===== src/rtl/pipe_pkg.sv =====
// Shared types and constants for the skid-buffered pipeline stage register.
// Holds the occupancy state encoding, default widths and control bit positions.
package pipe_pkg;

  typedef enum logic [1:0] {
    EMPTY = 2'd0,
    ONE   = 2'd1,
    FULL  = 2'd2
  } state_t;

  localparam int DEF_DATA_W = 96;
  localparam int DEF_CTRL_W = 4;
  localparam int DEF_CNT_W  = 16;

  // Positions of the standard enables inside the control field.
  localparam int CTRL_WB  = 0;
  localparam int CTRL_MR  = 1;
  localparam int CTRL_MW  = 2;
  localparam int CTRL_IMM = 3;

endpackage


===== src/rtl/pipe_stage_skid_reg_sat_counter.sv =====
// Saturating up-counter with a synchronous active-low clear.
// Sticks at all-ones instead of wrapping.
module sat_counter #(
  parameter int W = 16
) (
  input  logic         clk,
  input  logic         rst,
  input  logic         inc,
  output logic [W-1:0] count
);

  always_ff @(posedge clk) begin
    if (!rst) begin
      count <= '0;
    end else if (inc && (count != {W{1'b1}})) begin
      count <= count + W'(1);
    end
  end

endmodule


===== src/rtl/pipe_stage_skid_reg.sv =====
// Valid/ready pipeline stage register with a one-entry skid behind the main
// output register, so in_ready comes straight from a flop.
//
// Handshake: a transfer happens on a rising edge where valid and ready are both
// high; valid must not depend on ready, and a held entry is never changed
// while valid is high and ready is low.
module pipe_stage_skid_reg
  import pipe_pkg::*;
#(
  parameter int DATA_W = DEF_DATA_W,
  parameter int CTRL_W = DEF_CTRL_W,
  parameter int CNT_W  = DEF_CNT_W
) (
  input  logic              clk,
  input  logic              rst,
  input  logic              flush,
  input  logic              in_valid,
  output logic              in_ready,
  input  logic [DATA_W-1:0] in_data,
  input  logic [CTRL_W-1:0] in_ctrl,
  output logic              out_valid,
  input  logic              out_ready,
  output logic [DATA_W-1:0] out_data,
  output logic [CTRL_W-1:0] out_ctrl,
  output logic [CNT_W-1:0]  stall_cnt,
  output state_t            fsm_state
);

  state_t              state_q, state_n;
  logic                main_valid_q, main_valid_n;
  logic [DATA_W-1:0]   main_data_q, main_data_n;
  logic [CTRL_W-1:0]   main_ctrl_q, main_ctrl_n;
  logic [DATA_W-1:0]   skid_data_q, skid_data_n;
  logic [CTRL_W-1:0]   skid_ctrl_q, skid_ctrl_n;
  logic                in_ready_q;
  logic                in_xfer, out_xfer;

  assign in_xfer  = in_valid & in_ready_q;
  assign out_xfer = main_valid_q & out_ready;

  always_comb begin
    state_n      = state_q;
    main_valid_n = main_valid_q;
    main_data_n  = main_data_q;
    main_ctrl_n  = main_ctrl_q;
    skid_data_n  = skid_data_q;
    skid_ctrl_n  = skid_ctrl_q;
    if (flush) begin
      // Data words may keep stale contents; only validity and control die.
      state_n      = EMPTY;
      main_valid_n = 1'b0;
      main_ctrl_n  = '0;
      skid_ctrl_n  = '0;
    end else begin
      case (state_q)
        EMPTY: begin
          if (in_xfer) begin
            main_valid_n = 1'b1;
            main_data_n  = in_data;
            main_ctrl_n  = in_ctrl;
            state_n      = ONE;
          end
        end
        ONE: begin
          case ({in_xfer, out_xfer})
            2'b11: begin
              main_data_n = in_data;
              main_ctrl_n = in_ctrl;
            end
            2'b10: begin
              skid_data_n = in_data;
              skid_ctrl_n = in_ctrl;
              state_n     = FULL;
            end
            2'b01: begin
              main_valid_n = 1'b0;
              main_ctrl_n  = '0;
              state_n      = EMPTY;
            end
            default: ;
          endcase
        end
        FULL: begin
          // in_ready is low here, so only the drain of the skid can happen.
          if (out_xfer) begin
            main_data_n = skid_data_q;
            main_ctrl_n = skid_ctrl_q;
            skid_ctrl_n = '0;
            state_n     = ONE;
          end
        end
        default: begin
          state_n      = EMPTY;
          main_valid_n = 1'b0;
          main_ctrl_n  = '0;
          skid_ctrl_n  = '0;
        end
      endcase
    end
  end

  always_ff @(posedge clk) begin
    if (!rst) begin
      state_q      <= EMPTY;
      main_valid_q <= 1'b0;
      main_data_q  <= '0;
      main_ctrl_q  <= '0;
      skid_data_q  <= '0;
      skid_ctrl_q  <= '0;
      in_ready_q   <= 1'b0;
    end else begin
      state_q      <= state_n;
      main_valid_q <= main_valid_n;
      main_data_q  <= main_data_n;
      main_ctrl_q  <= main_ctrl_n;
      skid_data_q  <= skid_data_n;
      skid_ctrl_q  <= skid_ctrl_n;
      in_ready_q   <= (state_n != FULL);
    end
  end

  sat_counter #(
    .W(CNT_W)
  ) u_stall_cnt (
    .clk  (clk),
    .rst  (rst),
    .inc  (main_valid_q & ~out_ready),
    .count(stall_cnt)
  );

  assign in_ready  = in_ready_q;
  assign out_valid = main_valid_q;
  assign out_data  = main_data_q;
  assign out_ctrl  = main_ctrl_q;
  assign fsm_state = state_q;

endmodule


===== config.mk =====
export PLATFORM = sky130hd
export DESIGN_NAME = pipe_stage_skid_reg
export DESIGN_NICKNAME = d
export VERILOG_FILES = /design/src/rtl/pipe_pkg.sv /design/src/rtl/pipe_stage_skid_reg_sat_counter.sv /design/src/rtl/pipe_stage_skid_reg.sv
export SDC_FILE = /design/constraint.sdc
export NUM_CORES = 1
export LEC_CHECK = 0
export BUFFER_PORTS_ARGS = -buffer_cell sky130_fd_sc_hd__buf_2
export CORE_MARGIN = 3
export CORE_UTILIZATION = 47
export CTS_CLUSTER_SIZE = 20
export DETAILED_ROUTE_END_ITERATION = 16
export GPL_TIMING_DRIVEN = 0
export PLACE_DENSITY = 0.71
export SYNTH_ARGS = -nofsm -noshare
export SYNTH_HDL_FRONTEND = slang
export SYNTH_SLANG_ARGS = --single-unit

===== constraint.sdc =====
create_clock -name clk -period 2.1 [get_ports clk]
set_input_delay 0.21 -clock clk [delete_from_list [all_inputs] [get_ports clk]]
set_output_delay 0.21 -clock clk [all_outputs]
set_load 0.01 [all_outputs]

==> impl_metrics.tcl, run 1 <==
set metrics [dict create \
    status "complete, no violations" \
    mostFrequentLayoutCells "nand2_1, buf_2, dfxtp_1" \
    reg2reg_depth 4 \
    rr_endpoint "u_stall_cnt.count[1]" \
    firstDrtPassIters 5 \
    hpwl_um 18700 \
    crit_buf_inv 0 \
    worstSetupPathType "reg2reg" \
    cts_sinks 220 \
    utilization_pct 65.64 \
    clkTransAtPathRegs_ps 60 \
    whs_endpoint "u_stall_cnt.count[0]" \
    ys_seq_elements 220 \
    row_count 51 \
    ys.flop_type "dfxtp_1" \
    syn_to_final_growth_pct 35.84 \
    regToRegSetupSlack_ps 60 \
    grt_usage_pct 24.62 \
    grt-ovfl-total 0 \
    whs_ps 105.0 \
    setup.worst_path.start "u_stall_cnt.count[7]" \
    cts_root_buf "clkbuf_16" \
    ys_seq_area_share_pct 46.22 \
    min_period_ps 2037 \
    die_area_um2 22020 \
    path_max_fanout 8 \
    antenna_found_initial 1 \
    wl_per_cell_um 16.00 \
    maxSlewViolCount 0 \
    synth_fa_ha_area_share_pct 0.5253 \
    synthXorXnorAreaFrac_pct 0 \
    async_flop_share_pct 0 \
    worst_pin_slew_ps 872.6 \
    max_freq_mhz 490.9 \
    wl_met1_um 12060 \
    syn_inst 1126 \
    setup_tns_ps 0 \
    min-delay-path-class "in2reg" \
    drv_cap 0 \
    hp-start "out_ready" \
    period_share_pct 97.00 \
    cts_buffer_depth 3 \
    route.met2.wl_um 13500 \
    fp.dieH_um 148.4 \
    tritoncts "built" \
    critPathTopFamily "simple AND/OR/NAND/NOR gates" \
    drtAntennaViolNets 0 \
    whs_path_depth 3 \
    synth_top_family_by_area "simple AND/OR/NAND/NOR gates" \
    top_layer "met4" \
    cts_made_buffers 24 \
    synth-edff-count 0 \
    ioPinCount 225 \
    rsz0062_at_grt "yes" \
    synth-compound-area-share_pct 15.65 \
    fin_skew_ps 15.65 \
    start_kind "flop" \
    dr_wl_met3_um 1626 \
    endpoint_kind "flop" \
    finalHoldViolations 0 \
    final_nets 1585 \
    yosysWarnings 0 \
    fp.dieW_um 148.4 \
    grt_pass1_vias 8932 \
    reg2reg_from "u_stall_cnt.count[7]" \
    grt_max_degree 15 \
    core_um2 19720 \
    ys_types 45 \
    crit_arrival_ps 2420 \
    crit_required_ps 2480 \
    leakagePower_uw 0.005176 \
    cts_max_level 1 \
    synthMuxAreaShare_pct 11.35 \
    synthSimpleGateAreaFrac_pct 21.92 \
    drt_wl_total_um 28140 \
    vdd_drop_max_v 0.0006312 \
    portBuffers 223 \
    vias 9192 \
    finalSetupViolCount 0 \
    power.density_nw_per_um2 767.2 \
    synth_area_per_cell_um2 8.462 \
    slowest_stage "nor4_1" \
    synth_nets 1235 \
    fill_cells 1619 \
    layout_commonest_cell "nand2_1" \
    start_util_pct 48.32 \
    relSlewSlack_pct 41.83 \
    first_iter_violations 418 \
    remaining_drc_errors 0 \
    clkLatencyLatePin_ps 520 \
    crit_path_max_incr_delay_ps 790 \
    drive_above_1_share_pct 20.50 \
    via_per_inst 5.226 \
    netlist_area_um2 9528 \
    worstPathCellList "nand4_1 > nor4_1 > nor3b_1 > mux2i_1" \
    gp_congestion 0.8428 \
    grt_pass1_wl_um 44730 \
]
-- worst max-delay path by stage --
stage / to / slack (ps) / depth (start not counted)
after floorplan: u_stall_cnt.count[10] / 230 / 6
after global placement: out_data[20] / -420 / 8
after detailed placement: out_data[19] / -540 / 8
after CTS: out_data[1] / 5 / 8
after global routing: u_stall_cnt.count[1] / -40 / 4
final: u_stall_cnt.count[1] / 60 / 4
-- area by class of cell --
| type | instances | area, um2 | area share, % |
|---|---|---|---|
| diodes | 1 | 2.502 | 0.01933 |
| plain buffers | 91 | 411.6 | 3.181 |
| clock buffers | 32 | 691.9 | 5.346 |
| clock inverters | 11 | 210.2 | 1.624 |
| inverters | 9 | 33.78 | 0.2610 |
| multi-input cells | 805 | 4720 | 36.47 |
| flip-flops and latches | 220 | 4407 | 34.05 |
| well taps | 265 | 331.6 | 2.562 |
| repair buffers | 325 | 2135 | 16.49 |
-- worst min-delay path: stages --
cell	delay (ps)
buf_2	150
nor3b_1	100
mux2i_1	120
-- cell usage after synthesis, drive strengths merged (2+ instances only) --
master	number	share of area [%]
nand3b	3	0.24
nand3	9	0.47
a32o	2	0.21
o2bb2ai	3	0.28
dfxtp	220	46
nand2b	102	6.7
nand2	307	12
inv	7	0.28
nor2	13	0.51
buf	29	1.5
o21ai	4	0.21
or4	7	0.55
nor4	2	0.20
nor2b	2	0.13
or3	3	0.20
o211ai	96	7.6
clkinv	2	0.079
mux2i	108	11
a21oi	110	5.8
a32oi	2	0.18
ha	4	0.53
o31ai	7	0.55
clkbuf	63	2.5
nand4	4	0.26
-- sequential cells by signal, indices dropped and copies added (netlist names) --
signal and count:
skid_data_q 96, out_data 96, in_ready 1, out_valid 1, out_ctrl 4, u_stall_cnt.count 16, skid_ctrl_q 4, fsm_state 2
-- timing repair --
item                                    CTS  global route
resized for setup                        21             6
endpoints found under the hold margin   101             0
pin swaps                                 0             0
hold buffers                            101             0
endpoints found under the setup margin  136           112
gates cloned                              0             0
setup buffers                             0             1
-- kinds of logic (layout without fill, tap and decap cells) --
logic type,Yosys count,in the layout
AO/OA/AOI/OAI,234,234
AND/OR/NAND/NOR,459,459
flip-flops,220,220
buffers and inverters,101,468
other,0,1
adder cells (fa/ha/maj),4,4
multiplexers,108,108
-- routing by layer --
layer | vias to the layer above | GRT usage, %
li1 | 4557 | -
met1 | 4278 | 32.01
met2 | 283 | 41.65
met3 | 74 | 3.991
met5 | - | 0
met4 | 0 | 8.684
-- per-stage QoR --
stage	setup WS, ps	instances	power [uW]	area (um2)
detailed placement	-535.9	1614	5088	10980
CTS	4.557	1757	10010	12920
finish	63.00	1759	9930	12940
global route	-35.66	1759	10250	12940
floorplan	227.4	1126	4782	9528
global placement	-419.5	1614	5078	10980
-- where the power goes --
part,internal (uW),switching (uW),total (uW)
registers,4250,45.5,4300
clock network,3040,1730,4770
logic,429,430,860
total,7730,2200,9930
No activity file was read; power rests on OpenSTA's default activity.
==> inputs of run 2 (changes only) <==
--- a/config.mk
+++ b/config.mk
@@ -11,7 +11,7 @@
 export CTS_CLUSTER_SIZE = 20
 export DETAILED_ROUTE_END_ITERATION = 16
 export GPL_TIMING_DRIVEN = 0
-export PLACE_DENSITY = 0.71
+export PLACE_DENSITY_LB_ADDON = 0.25
 export SYNTH_ARGS = -nofsm -noshare
 export SYNTH_HDL_FRONTEND = slang
 export SYNTH_SLANG_ARGS = --single-unit
==> run 2 against run 1 <==
Net effect: die area is the same; final area shrank 1.7%; clock skew shrank 2.8 ps; flip-flop and latch count is the same; routed wire length shrank 2.1%; core utilization shrank 1.1 points; largest power group is now registers; sequential power is essentially flat; worst hold slack lost 89 ps; power shrank 11%; highest routed layer unchanged; critical path type unchanged.
==> impl_metrics.tcl, run 2 (synthesized netlist as in run 1, its figures left out) <==
set metrics [dict create \
    start_kind "flop" \
    finalHoldViolations 0 \
    max_freq_mhz 500.2 \
    antenna_found_initial 2 \
    status "complete, no violations" \
    worstSetupPathType "reg2reg" \
    reg2reg_from "u_stall_cnt.count[1]" \
    worst_pin_slew_ps 848.5 \
    first_iter_violations 365 \
    period_share_pct 95.20 \
    power.density_nw_per_um2 696.1 \
    portBuffers 223 \
    power_uw 8856 \
    min-delay-path-class "in2reg" \
    cts_made_buffers 23 \
    fp.dieW_um 148.4 \
    path_max_fanout 9 \
    layout_commonest_cell "nand2_1" \
    fin_skew_ps 12.82 \
    maxSlewViolCount 0 \
    drtAntennaViolNets 0 \
    vias 9144 \
    place_inst 1614 \
    die_area_um2 22020 \
    via_per_inst 5.216 \
    fin_cells 1753 \
    drv_cap 0 \
    wl_per_cell_um 15.71 \
    tritoncts "built" \
    grt_max_degree 13 \
    row_count 51 \
    cts_buffer_depth 3 \
    drive_above_1_share_pct 20.00 \
    clkTransAtPathRegs_ps 60 \
    drt_wl_total_um 27550 \
    firstDrtPassIters 5 \
    final_nets 1584 \
    grt_usage_pct 24.26 \
    hp-start "flush" \
    crit_arrival_ps 2430 \
    cts_max_level 1 \
    min_period_ps 1999 \
    grt-ovfl-total 0 \
    endpoint_kind "flop" \
    vdd_drop_max_v 0.0005430 \
    fp.dieH_um 148.4 \
    cts_sinks 220 \
    utilization_pct 64.52 \
    finalSetupViolCount 0 \
    relSlewSlack_pct 43.44 \
    ioPinCount 225 \
    remaining_drc_errors 0 \
    cts_root_buf "clkbuf_16" \
    setup.worst_path.start "u_stall_cnt.count[1]" \
    grt_pass1_wl_um 44280 \
    grt_pass1_vias 8932 \
    crit_required_ps 2530 \
    gp_congestion 0.8146 \
    mostFrequentLayoutCells "nand2_1, buf_2, dfxtp_1" \
    core_um2 19720 \
    leakagePower_uw 0.005066 \
    hpwl_um 18780 \
    syn_to_final_growth_pct 33.51 \
    start_util_pct 48.32 \
    clkLatencyLatePin_ps 500 \
]
run 2: changes by cell type in the layout (fill, tap and decap cells not counted), sizes merged:
| cell | previous run | this run |
|---|---|---|
| diode | 1 | 3 |
| buf | 250 | 252 |
| clkinvlp | 2 | 0 |
| dlygate4sd3 | 101 | 100 |
| bufinv | 6 | 0 |
| clkinv | 5 | 4 |
run 2: final timing paths:
| path | end | slack [ps] | cells past startpoint |
|---|---|---|---|
| hold reg to reg | skid_data_q[23] | 450 | 2 |
| setup reg to reg | u_stall_cnt.count[10] | 100 | 6 |
| setup / recovery | u_stall_cnt.count[10] | 100 | 6 |
| hold / removal | in_ready | 20 | 2 |
run 2: cell type report:
class	instances	area [um2]
Antenna cell	3	7.507
Fill cell	1686	6997
Clock buffer	33	653.1
Buffer	91	411.6
Sequential cell	220	4407
Timing Repair Buffer	325	2145
Tap cell	265	331.6
Multi-Input combinational cell	805	4722
Inverter	9	33.78
Clock inverter	2	10.01
run 2: metrics by stage:
| stage | cell area, um2 | setup WS [ps] | hold WS, ps | TNS (ps) |
|---|---|---|---|---|
| after global routing | 12720 | -19.68 | 21.00 | -23.46 |
| after CTS | 12670 | 8.263 | 3.346 | 0 |
| after global placement | 10980 | -451.9 | 438.4 | -33260 |
| after floorplan | 9528 | 227.4 | 334.0 | 0 |
| after detailed placement | 10980 | -469.2 | 443.3 | -37130 |
| final | 12720 | 100.7 | 16.17 | 0 |
run 2: where the power goes:
group | internal, uW | leakage (uW) | switching, uW
sequential | 4250 | 0.00178 | 44.7
clock | 2130 | 0.000327 | 1570
combinational | 431 | 0.00296 | 429
total | 6810 | 0.00507 | 2040
run 2: layer usage:
metal	part of all wire [%]	wire (um)	vias to the layer above	track usage, %
li1	-	-	4554	-
met1	43	11920	4249	31.25
met2	48	13260	274	41.29
met3	5.2	1442	67	3.626
met4	3.4	927	0	9.284
met5	0	0	-	0
run 2: what timing repair did:
item                                   CTS  global route
hold buffers                           100             0
setup endpoints to repair              136           129
pin swaps                                0             1
endpoints found under the hold margin  100             0
gates resized for setup                 21             8
buffers inserted                         0             2
run 2: critical path, stage by stage, from the launching register on:
cell and delay (ps):
dfxtp_1 410, ha_2 240, nand3b_1 130, or3_1 370, buf_2 180, or4_1 470, a21oi_1 140
